==> config.mk <==
export PLATFORM = sky130hd
export DESIGN_NAME = pcileech_led_ctl
export DESIGN_NICKNAME = d
export VERILOG_FILES = /design/src/rtl/pcileech_led_ctl.sv
export SDC_FILE = /design/constraint.sdc
export NUM_CORES = 1
export LEC_CHECK = 0
export BUFFER_PORTS_ARGS = -buffer_cell sky130_fd_sc_hd__clkbuf_2
export CORE_ASPECT_RATIO = 0.8
export CORE_MARGIN = 2
export CORE_UTILIZATION = 49
export CTS_BUF_LIST = sky130_fd_sc_hd__clkbuf_8
export DETAILED_ROUTE_END_ITERATION = 10
export PLACE_DENSITY_LB_ADDON = 0.15
export SYNTH_ARGS = -nofsm -noshare
export SYNTH_HDL_FRONTEND = slang
export SYNTH_SLANG_ARGS = --single-unit
==> constraint.sdc <==
create_clock -name clk -period 4.97 [get_ports clk]
set_input_delay 0.7455 -clock clk [delete_from_list [all_inputs] [get_ports clk]]
set_output_delay 0.7455 -clock clk [all_outputs]
set_load 0.01 [all_outputs]
==> src/rtl/pcileech_led_ctl.sv <==
// Status-LED controller: per-channel OFF/ON/BLINK/BLINK_INV/ACTIVITY/HEARTBEAT modes off a shared ms prescaler.
// Optional per-channel PWM brightness is enabled with `define PCILEECH_LED_PWM_EN.
module pcileech_led_ctl #(
  parameter int NUM_LEDS      = 6,
  parameter int TICK_DIV      = 100000,
  parameter int BLINK_HALF_MS = 250,
  parameter int STRETCH_MS    = 50
) (
  input  logic                    clk,
  input  logic                    rst,
  input  logic [3*NUM_LEDS-1:0]   cfg_mode,
  input  logic [NUM_LEDS-1:0]     cfg_invert,
  input  logic [NUM_LEDS-1:0]     act,
`ifdef PCILEECH_LED_PWM_EN
  input  logic [4*NUM_LEDS-1:0]   cfg_duty,
`endif
  output logic                    tick,
  output logic [NUM_LEDS-1:0]     led
);

  typedef enum logic [2:0] {
    MODE_OFF       = 3'd0,
    MODE_ON        = 3'd1,
    MODE_BLINK     = 3'd2,
    MODE_BLINK_INV = 3'd3,
    MODE_ACTIVITY  = 3'd4,
    MODE_HEARTBEAT = 3'd5
  } led_mode_e;

  localparam int PRE_W = $clog2(TICK_DIV);
  localparam int BLK_W = $clog2(BLINK_HALF_MS);
  localparam int STR_W = $clog2(STRETCH_MS + 1);

  localparam logic [PRE_W-1:0] PRE_MAX      = PRE_W'(TICK_DIV - 1);
  localparam logic [BLK_W-1:0] BLINK_MAX    = BLK_W'(BLINK_HALF_MS - 1);
  localparam logic [BLK_W-1:0] HB_LIM       = BLK_W'(BLINK_HALF_MS / 4);
  localparam logic [STR_W-1:0] STRETCH_LOAD = STR_W'(STRETCH_MS);

  logic [PRE_W-1:0]    pre_cnt_q, pre_cnt_d;
  logic                tick_q, tick_d;
  logic [BLK_W-1:0]    blink_cnt_q, blink_cnt_d;
  logic                blink_phase_q, blink_phase_d;
  logic [STR_W-1:0]    stretch_q [NUM_LEDS];
  logic [STR_W-1:0]    stretch_d [NUM_LEDS];
  logic [NUM_LEDS-1:0] led_q, led_d;
  logic [NUM_LEDS-1:0] on_vec;
  logic                hb_on;
`ifdef PCILEECH_LED_PWM_EN
  logic [3:0]          pwm_cnt_q, pwm_cnt_d;
  logic [3:0]          duty;
`endif

  always_comb begin
    pre_cnt_d     = (pre_cnt_q == PRE_MAX) ? '0 : pre_cnt_q + PRE_W'(1);
    tick_d        = (pre_cnt_q == PRE_MAX);
    blink_cnt_d   = blink_cnt_q;
    blink_phase_d = blink_phase_q;
    if (tick_q) begin
      if (blink_cnt_q == BLINK_MAX) begin
        blink_cnt_d   = '0;
        blink_phase_d = ~blink_phase_q;
      end else begin
        blink_cnt_d = blink_cnt_q + BLK_W'(1);
      end
    end
    hb_on = ~blink_phase_q && (blink_cnt_q < HB_LIM);
  end

  // Stretch counters run in every mode so switching into ACTIVITY reflects recent traffic.
  always_comb begin
    on_vec = '0;
    led_d  = '0;
`ifdef PCILEECH_LED_PWM_EN
    pwm_cnt_d = pwm_cnt_q + 4'd1;
    duty      = '0;
`endif
    for (int i = 0; i < NUM_LEDS; i++) begin
      stretch_d[i] = stretch_q[i];
      if (act[i]) begin
        stretch_d[i] = STRETCH_LOAD;
      end else if (tick_q && (stretch_q[i] != '0)) begin
        stretch_d[i] = stretch_q[i] - STR_W'(1);
      end

      case (led_mode_e'(cfg_mode[3*i +: 3]))
        MODE_ON:        on_vec[i] = 1'b1;
        MODE_BLINK:     on_vec[i] = blink_phase_q;
        MODE_BLINK_INV: on_vec[i] = ~blink_phase_q;
        MODE_ACTIVITY:  on_vec[i] = (stretch_q[i] != '0) || act[i];
        MODE_HEARTBEAT: on_vec[i] = hb_on;
        default:        on_vec[i] = 1'b0;
      endcase

`ifdef PCILEECH_LED_PWM_EN
      duty = cfg_duty[4*i +: 4];
      if (!((duty == 4'd15) || (pwm_cnt_q < duty))) begin
        on_vec[i] = 1'b0;
      end
`endif
      led_d[i] = on_vec[i] ^ cfg_invert[i];
    end
  end

  always_ff @(posedge clk) begin
    if (rst) begin
      pre_cnt_q     <= '0;
      tick_q        <= 1'b0;
      blink_cnt_q   <= '0;
      blink_phase_q <= 1'b0;
      stretch_q     <= '{default: '0};
      led_q         <= '0;
`ifdef PCILEECH_LED_PWM_EN
      pwm_cnt_q     <= '0;
`endif
    end else begin
      pre_cnt_q     <= pre_cnt_d;
      tick_q        <= tick_d;
      blink_cnt_q   <= blink_cnt_d;
      blink_phase_q <= blink_phase_d;
      stretch_q     <= stretch_d;
      led_q         <= led_d;
`ifdef PCILEECH_LED_PWM_EN
      pwm_cnt_q     <= pwm_cnt_d;
`endif
    end
  end

  assign tick = tick_q;
  assign led  = led_q;

endmodule

==> results.json, run 1 <==
{
  "hold_violations": 0,
  "drtIter0Drc": 100,
  "cp.required_ns": 5.20,
  "final_common_cell": "dfxtp_1",
  "grt_pass1_wl_mm": 13.39,
  "path_max_fanout": 6,
  "layout_common_cells": "dfxtp_1 (69), nor2_1 (45), nor3_1 (40)",
  "critPathCapture": "led[3]",
  "grt_pass1_vias": 2989,
  "synth_edf_count": 0,
  "cp_num_cells": 6,
  "rsz0062_at_grt": "false",
  "cts_hold_buffers": 0,
  "area_delta_synth_final_pct": 13.31,
  "cts-resized-gates": 0,
  "htree_levels": 3,
  "min_path_type": "flip-flop to flip-flop",
  "place_congestion": 0.8372,
  "vias_per_cell": 5.318,
  "syn_inst": 435,
  "clock.fmax_mhz": 499.3,
  "reg2reg_depth": 6,
  "crit_chain": "inv_1 -> ha_1 -> or2b_2 -> o311a_1 -> nor4_1 -> mux2_1",
  "gr-total-overflow": 0,
  "async_flop_share_pct": 0,
  "status": "complete, no violations",
  "peakVddDrop_mv": 0.1388,
  "crit_buf_inv": 1,
  "clk_path_buf_depth": 2,
  "crit_arrival_ns": 2.23,
  "synthDistinctLibCells": 46,
  "slowest_stage": "mux2_1",
  "grt_max_degree": 43,
  "final_nets": 518,
  "crit_start": "stretch_q[12]",
  "wl_mm": 7.827,
  "crit_family": "simple AND/OR/NAND/NOR gates",
  "clk_latency_ns": 0.34,
  "postCtsSetupBuffers": 0,
  "ys.flop_type": "dfxtp_1",
  "r2r_end": "led[3]",
  "path_clk_slew_ns": 0.08,
  "slew_headroom_pct": 54.85,
  "synth_nets": 482,
  "max_stage_delay_ns": 0.35,
  "avgSynthCellArea_sq_um": 8.577,
  "cts_buffers": 9,
  "rows": 28,
  "cp-end-kind": "flip-flop",
  "r2r_start": "stretch_q[12]",
  "drtPass1Iterations": 4,
  "synth-seq-cells": 69,
  "hp-start": "pre_cnt_q[0]",
  "path_class": "flip-flop to flip-flop",
  "tightest_slew_ns": 0.6763,
  "vias": 3090,
  "grt_use_total_pct": 20.20,
  "die_h_um": 82.05,
  "ys.warnings.count": 0,
  "synth_area_sq_mm": 0.003731,
  "cts-root-buf": "clkbuf_8",
  "dp_hpwl_mm": 5.605,
  "io_pins": 39,
  "wl_per_cell_um": 13.47,
  "start_util_pct": 50.47,
  "portBuffers": 38,
  "cts.sinks": 69,
  "drive_gt1_share_pct": 15.76,
  "p_leak_nw": 1.574,
  "antenna_left": 0,
  "timing.final.max_slew_violations": 0,
  "finalCriticalPeriod_ns": 2.003,
  "post_dp_cell_area_sq_mm": 0.004004,
  "cts_tree": "built",
  "finalCritPeriodShare_pct": 40.30,
  "powerDensity_mw_per_mm2": 285.1,
  "worstSetupStartpointType": "flip-flop",
  "p_total_mw": 1.205,
  "n_antenna_cell": 0,
  "rrSetupSlack_ns": 2.97,
  "fin_tns_setup_ns": 0,
  "fin_skew_ns": 0.009260,
  "core_area_sq_mm": 0.007392,
  "die_w_um": 101.6,
  "fin_area_sq_mm": 0.004228,
  "final-setup-viol-count": 0,
  "yosysSeqAreaShare_pct": 37.02,
  "die_area_sq_mm": 0.008333,
  "cap_violations": 0,
  "drc": 0,
  "antenna_found_initial": 0
}
==> Yosys cell counts, types with 8 or more instances <==
| library cell | n | area share, % |
|---|---|---|
| nand2b_1 | 10 | 1.7 |
| xor2_1 | 24 | 5.6 |
| o211ai_1 | 14 | 2.8 |
| nor3_1 | 40 | 5.4 |
| mux2_2 | 11 | 3.3 |
| ha_1 | 15 | 5.0 |
| xnor2_1 | 21 | 4.9 |
| o21ai_0 | 8 | 1.1 |
| clkbuf_1 | 12 | 1.2 |
| nand2_1 | 13 | 1.3 |
| nor2b_1 | 8 | 1.3 |
| inv_1 | 30 | 3.0 |
| nor2_1 | 45 | 4.5 |
| nand4_1 | 16 | 2.7 |
| nor4_1 | 8 | 1.3 |
| dfxtp_1 | 69 | 37 |
| a21oi_1 | 22 | 3.0 |
==> worst min path at each step <==
stage / end / slack (ns) / cells after the start
final: pre_cnt_q[0] / 0.47 / 1
after global placement: pre_cnt_q[0] / 0.45 / 1
after floorplan: pre_cnt_q[0] / 0.43 / 1
after global routing: pre_cnt_q[0] / 0.51 / 1
after detailed placement: pre_cnt_q[0] / 0.46 / 1
after CTS: pre_cnt_q[0] / 0.48 / 1
==> kinds of logic (layout without fill, tap and decap cells) <==
| kind of cell | after synthesis | in the layout | share of synthesized area, % |
|---|---|---|---|
| simple gates | 182 | 182 | 27.16 |
| flops | 69 | 69 | 37.02 |
| compound gates | 65 | 65 | 11.33 |
| xor+xnor | 45 | 45 | 10.56 |
| buf+inv | 45 | 86 | 4.728 |
| fa+ha+maj | 15 | 15 | 5.030 |
| mux | 14 | 14 | 4.158 |
==> layout make-up <==
cell class | instances | area, sq um
fillers | 664 | 3164
multi-input cells | 321 | 2173
flip-flops and latches | 69 | 1381
repair buffers | 40 | 205.2
clock buffers | 10 | 137.6
well taps | 105 | 131.4
inverters | 30 | 112.6
clock inverters | 6 | 86.33
==> per-layer routing <==
metal	GRT usage, %	up-vias	routed length [um]
li1	-	1620	-
met1	25.30	1414	3820
met2	33.29	45	3547
met3	6.128	11	337
met4	6.622	0	121
met5	0	-	0
==> sequential cells by signal, summed over array words and instances (netlist names) <==
register and count:
stretch_q 36, led 6, blink_phase_q 1, pre_cnt_q 17, blink_cnt_q 8, tick 1
==> power by group <==
| part | total [mW] | switching [mW] | internal (mW) |
|---|---|---|---|
| clock | 0.508 | 0.213 | 0.295 |
| sequential | 0.581 | 0.0110 | 0.570 |
| combinational | 0.116 | 0.0638 | 0.0523 |
==> per-stage QoR <==
step                worst slack [ns]  std cells  hold WS, ns  util, %
floorplan                      3.034        435       0.4296        -
global placement               2.790        565       0.4485    54.16
detailed placement             2.740        565       0.4613    54.16
CTS                            2.965        581       0.4806    57.19
global route                   2.898        581       0.5057    57.19
finish                         2.967        581       0.4678    57.19
No activity file was read; power rests on OpenSTA's default activity.
==> inputs of run 2 (changes only) <==
--- a/config.mk
+++ b/config.mk
@@ -5,6 +5,7 @@
 export SDC_FILE = /design/constraint.sdc
 export NUM_CORES = 1
 export LEC_CHECK = 0
+export ABC_AREA = 1
 export BUFFER_PORTS_ARGS = -buffer_cell sky130_fd_sc_hd__clkbuf_2
 export CORE_ASPECT_RATIO = 0.8
 export CORE_MARGIN = 2
==> constraint.sdc (replaced) <==
create_clock -name clk -period 2 [get_ports clk]
set_input_delay 0.3 -clock clk [delete_from_list [all_inputs] [get_ports clk]]
set_output_delay 0.3 -clock clk [all_outputs]
set_load 0.01 [all_outputs]
==> run 2 against run 1 <==
Compared with the run above:
- sequential cell count unchanged
- hold slack got worse by 0.29 ns
- global-route usage shrank 0.35 points
- die area up 6.1%
- sequential power rose by 150%
- largest power group unchanged
- total power rose to 2.6 times the previous value
- combinational power rose to 2.8 times the previous value
- critical path type unchanged
- utilization increased by 0.098 points
- synthesized cell count rose by 37%
- critical endpoint is now stretch_q[28]
- register-to-register slack worse by 2.5 ns
==> results.json, run 2 <==
{
  "grt_pass1_wl_mm": 14.35,
  "drive_gt1_share_pct": 13.27,
  "grt_max_degree": 14,
  "async_flop_share_pct": 0,
  "min_path_type": "input pin to flip-flop",
  "grt_use_total_pct": 19.84,
  "die_area_sq_mm": 0.008838,
  "dp_hpwl_mm": 6.259,
  "slowest_stage": "dfxtp_1",
  "core_area_sq_mm": 0.007910,
  "cts_buffers": 9,
  "n_antenna_cell": 0,
  "final_common_cell": "nand2_1",
  "drc": 0,
  "reg.largest.list": "stretch_q x36, pre_cnt_q x17, blink_cnt_q x8",
  "synth_edf_count": 0,
  "rrSetupSlack_ns": 0.44,
  "htree_levels": 3,
  "slew_headroom_pct": 62.79,
  "crit_arrival_ns": 1.80,
  "synthDistinctLibCells": 35,
  "area_delta_synth_final_pct": 14.22,
  "yosysTopAreaCell": "dfxtp_1",
  "final-setup-viol-count": 0,
  "cap_violations": 0,
  "wl_per_cell_um": 11.03,
  "start_util_pct": 50.16,
  "hold_depth": 3,
  "cts-root-buf": "clkbuf_8",
  "dp_cells": 740,
  "p_leak_nw": 2.000,
  "synth_nets": 643,
  "place_congestion": 0.8446,
  "synth_area_sq_mm": 0.003968,
  "synth_top_cell_area_share_pct": 34.82,
  "clk_latency_ns": 0.35,
  "instances_no_fill": 756,
  "die_h_um": 84.49,
  "clk_path_buf_depth": 2,
  "tightest_slew_ns": 0.5574,
  "grt_pass1_vias": 3337,
  "vias": 3773,
  "rows": 29,
  "clock.fmax_mhz": 642.4,
  "dpl_worst_slack_ns": 0.4497,
  "synth_commonest_cells": "nand2_1 (110), inv_1 (102), nor2_1 (84)",
  "hp-start": "cfg_invert[5]",
  "cts.sinks": 69,
  "crit_chain": "nand2_1 -> o21ai_0 -> nand2_1 -> o21ai_0 -> inv_1",
  "synth-seq-cells": 69,
  "holdWs_ns": 0.1812,
  "cts-resized-gates": 0,
  "die_w_um": 104.6,
  "reg2reg_depth": 5,
  "regMostFlops": "stretch_q",
  "final_nets": 690,
  "crit_buf_inv": 1,
  "min_to": "led[5]",
  "layout_common_cells": "nand2_1 (110), inv_1 (102), nor2_1 (84)",
  "ys.flop_type": "dfxtp_1",
  "antenna_left": 0,
  "path_clk_slew_ns": 0.08,
  "postCtsSetupBuffers": 0,
  "vias_per_cell": 4.991,
  "yosysSeqAreaShare_pct": 34.82,
  "path_max_fanout": 12,
  "crit_family": "flip-flops",
  "cts_hold_buffers": 0,
  "gr-total-overflow": 0,
  "syn_inst": 596,
  "fin_skew_ns": 0.01593,
  "timing.final.max_slew_violations": 0,
  "antenna_found_initial": 0,
  "synth_area_leaders": "dfxtp_1 (35%), nand2_1 (10%), inv_1 (9.6%)",
  "wl_mm": 8.341,
  "max_stage_delay_ns": 0.67,
  "ys.warnings.count": 0,
  "r2r_end": "stretch_q[28]",
  "drtIter0Drc": 168,
  "io_pins": 39,
  "cts_tree": "built",
  "synth_most_common_cell": "nand2_1",
  "peakVddDrop_mv": 0.4008,
  "avgSynthCellArea_sq_um": 6.657,
  "largest_reg_flops": 36,
  "r2r_start": "tick",
  "fin_tns_setup_ns": 0,
  "finalCriticalPeriod_ns": 1.557,
  "cp-end-kind": "flip-flop",
  "rsz0062_at_grt": "false",
  "status": "complete, no violations",
  "hold_violations": 0,
  "path_class": "flip-flop to flip-flop",
  "finalCritPeriodShare_pct": 77.83,
  "worstSetupStartpointType": "flip-flop",
  "setup_slack_ns": 0.4434,
  "portBuffers": 38,
  "final_core_util_pct": 57.29,
  "cp.required_ns": 2.24,
  "powerDensity_mw_per_mm2": 704.2,
  "drtPass1Iterations": 4
}
==> run 2: changes by cell type after synthesis, sizes merged, moves of 10 or more <==
| cell | delta |
|---|---|
| clkbuf | -10 |
| inv | +74 |
| mux2 | -12 |
| nand2 | +99 |
| nand2b | -11 |
| nand3 | +45 |
| nor2 | +55 |
| o211ai | -10 |
| o21ai | +18 |
| xnor2 | -17 |
| xor2 | -15 |
==> run 2: worst max path at each step <==
stage            startpoint             to  slack [ns]  cells after the start
5_1_grt                tick  stretch_q[28]        0.26                      5
3_5_place_dp           tick  stretch_q[28]        0.45                      5
6_report               tick  stretch_q[28]        0.44                      5
2_1_floorplan  pre_cnt_q[0]   pre_cnt_q[7]        0.63                      9
4_1_cts                tick           tick        0.43                      1
3_3_place_gp           tick  stretch_q[28]        0.52                      5
==> run 2: cell type report <==
cell class,instances,area [sq um]
Clock buffer,10,137.6
Multi-Input combinational cell,416,2145
Tap cell,108,135.1
Inverter,105,396.6
Sequential cell,69,1381
Fill cell,780,3378
Timing Repair Buffer,42,220.2
Clock inverter,6,116.4
==> run 2: metrics by stage <==
stage	cell area [sq um]	total power, mW
final	4532	3.191
after CTS	4532	3.240
after global placement	4278	1.783
after global routing	4532	3.337
after floorplan	3968	1.689
after detailed placement	4278	1.794
==> run 2: power by group <==
group	switching, mW	total [mW]	internal (mW)
sequential	0.0285	1.44	1.42
clock	0.552	1.43	0.873
combinational	0.193	0.322	0.129
total	0.774	3.19	2.42
==> run 2: routing by layer <==
| layer | vias to the layer above | routed length (um) | track usage [%] |
|---|---|---|---|
| met4 | 0 | 87 | 5.818 |
| met3 | 7 | 358 | 6.599 |
| met2 | 57 | 3627 | 31.19 |
| li1 | 2008 | - | - |
| met5 | - | 0 | 0 |
| met1 | 1701 | 4267 | 26.14 |
==> run 2: kinds of logic after synthesis <==
family | share of synthesized area (%)
XOR/XNOR | 2.870
AO/OA/AOI/OAI | 8.893
flip-flops | 34.82
buffers and inverters | 11.13
AND/OR/NAND/NOR | 37.56
adder cells (fa/ha/maj) | 4.730
==> run 2: tightest hold or removal path, stage by stage <==
cell	delay, ns
clkbuf_2	0.09
nor2_1	0.04
nor2_1	0.08
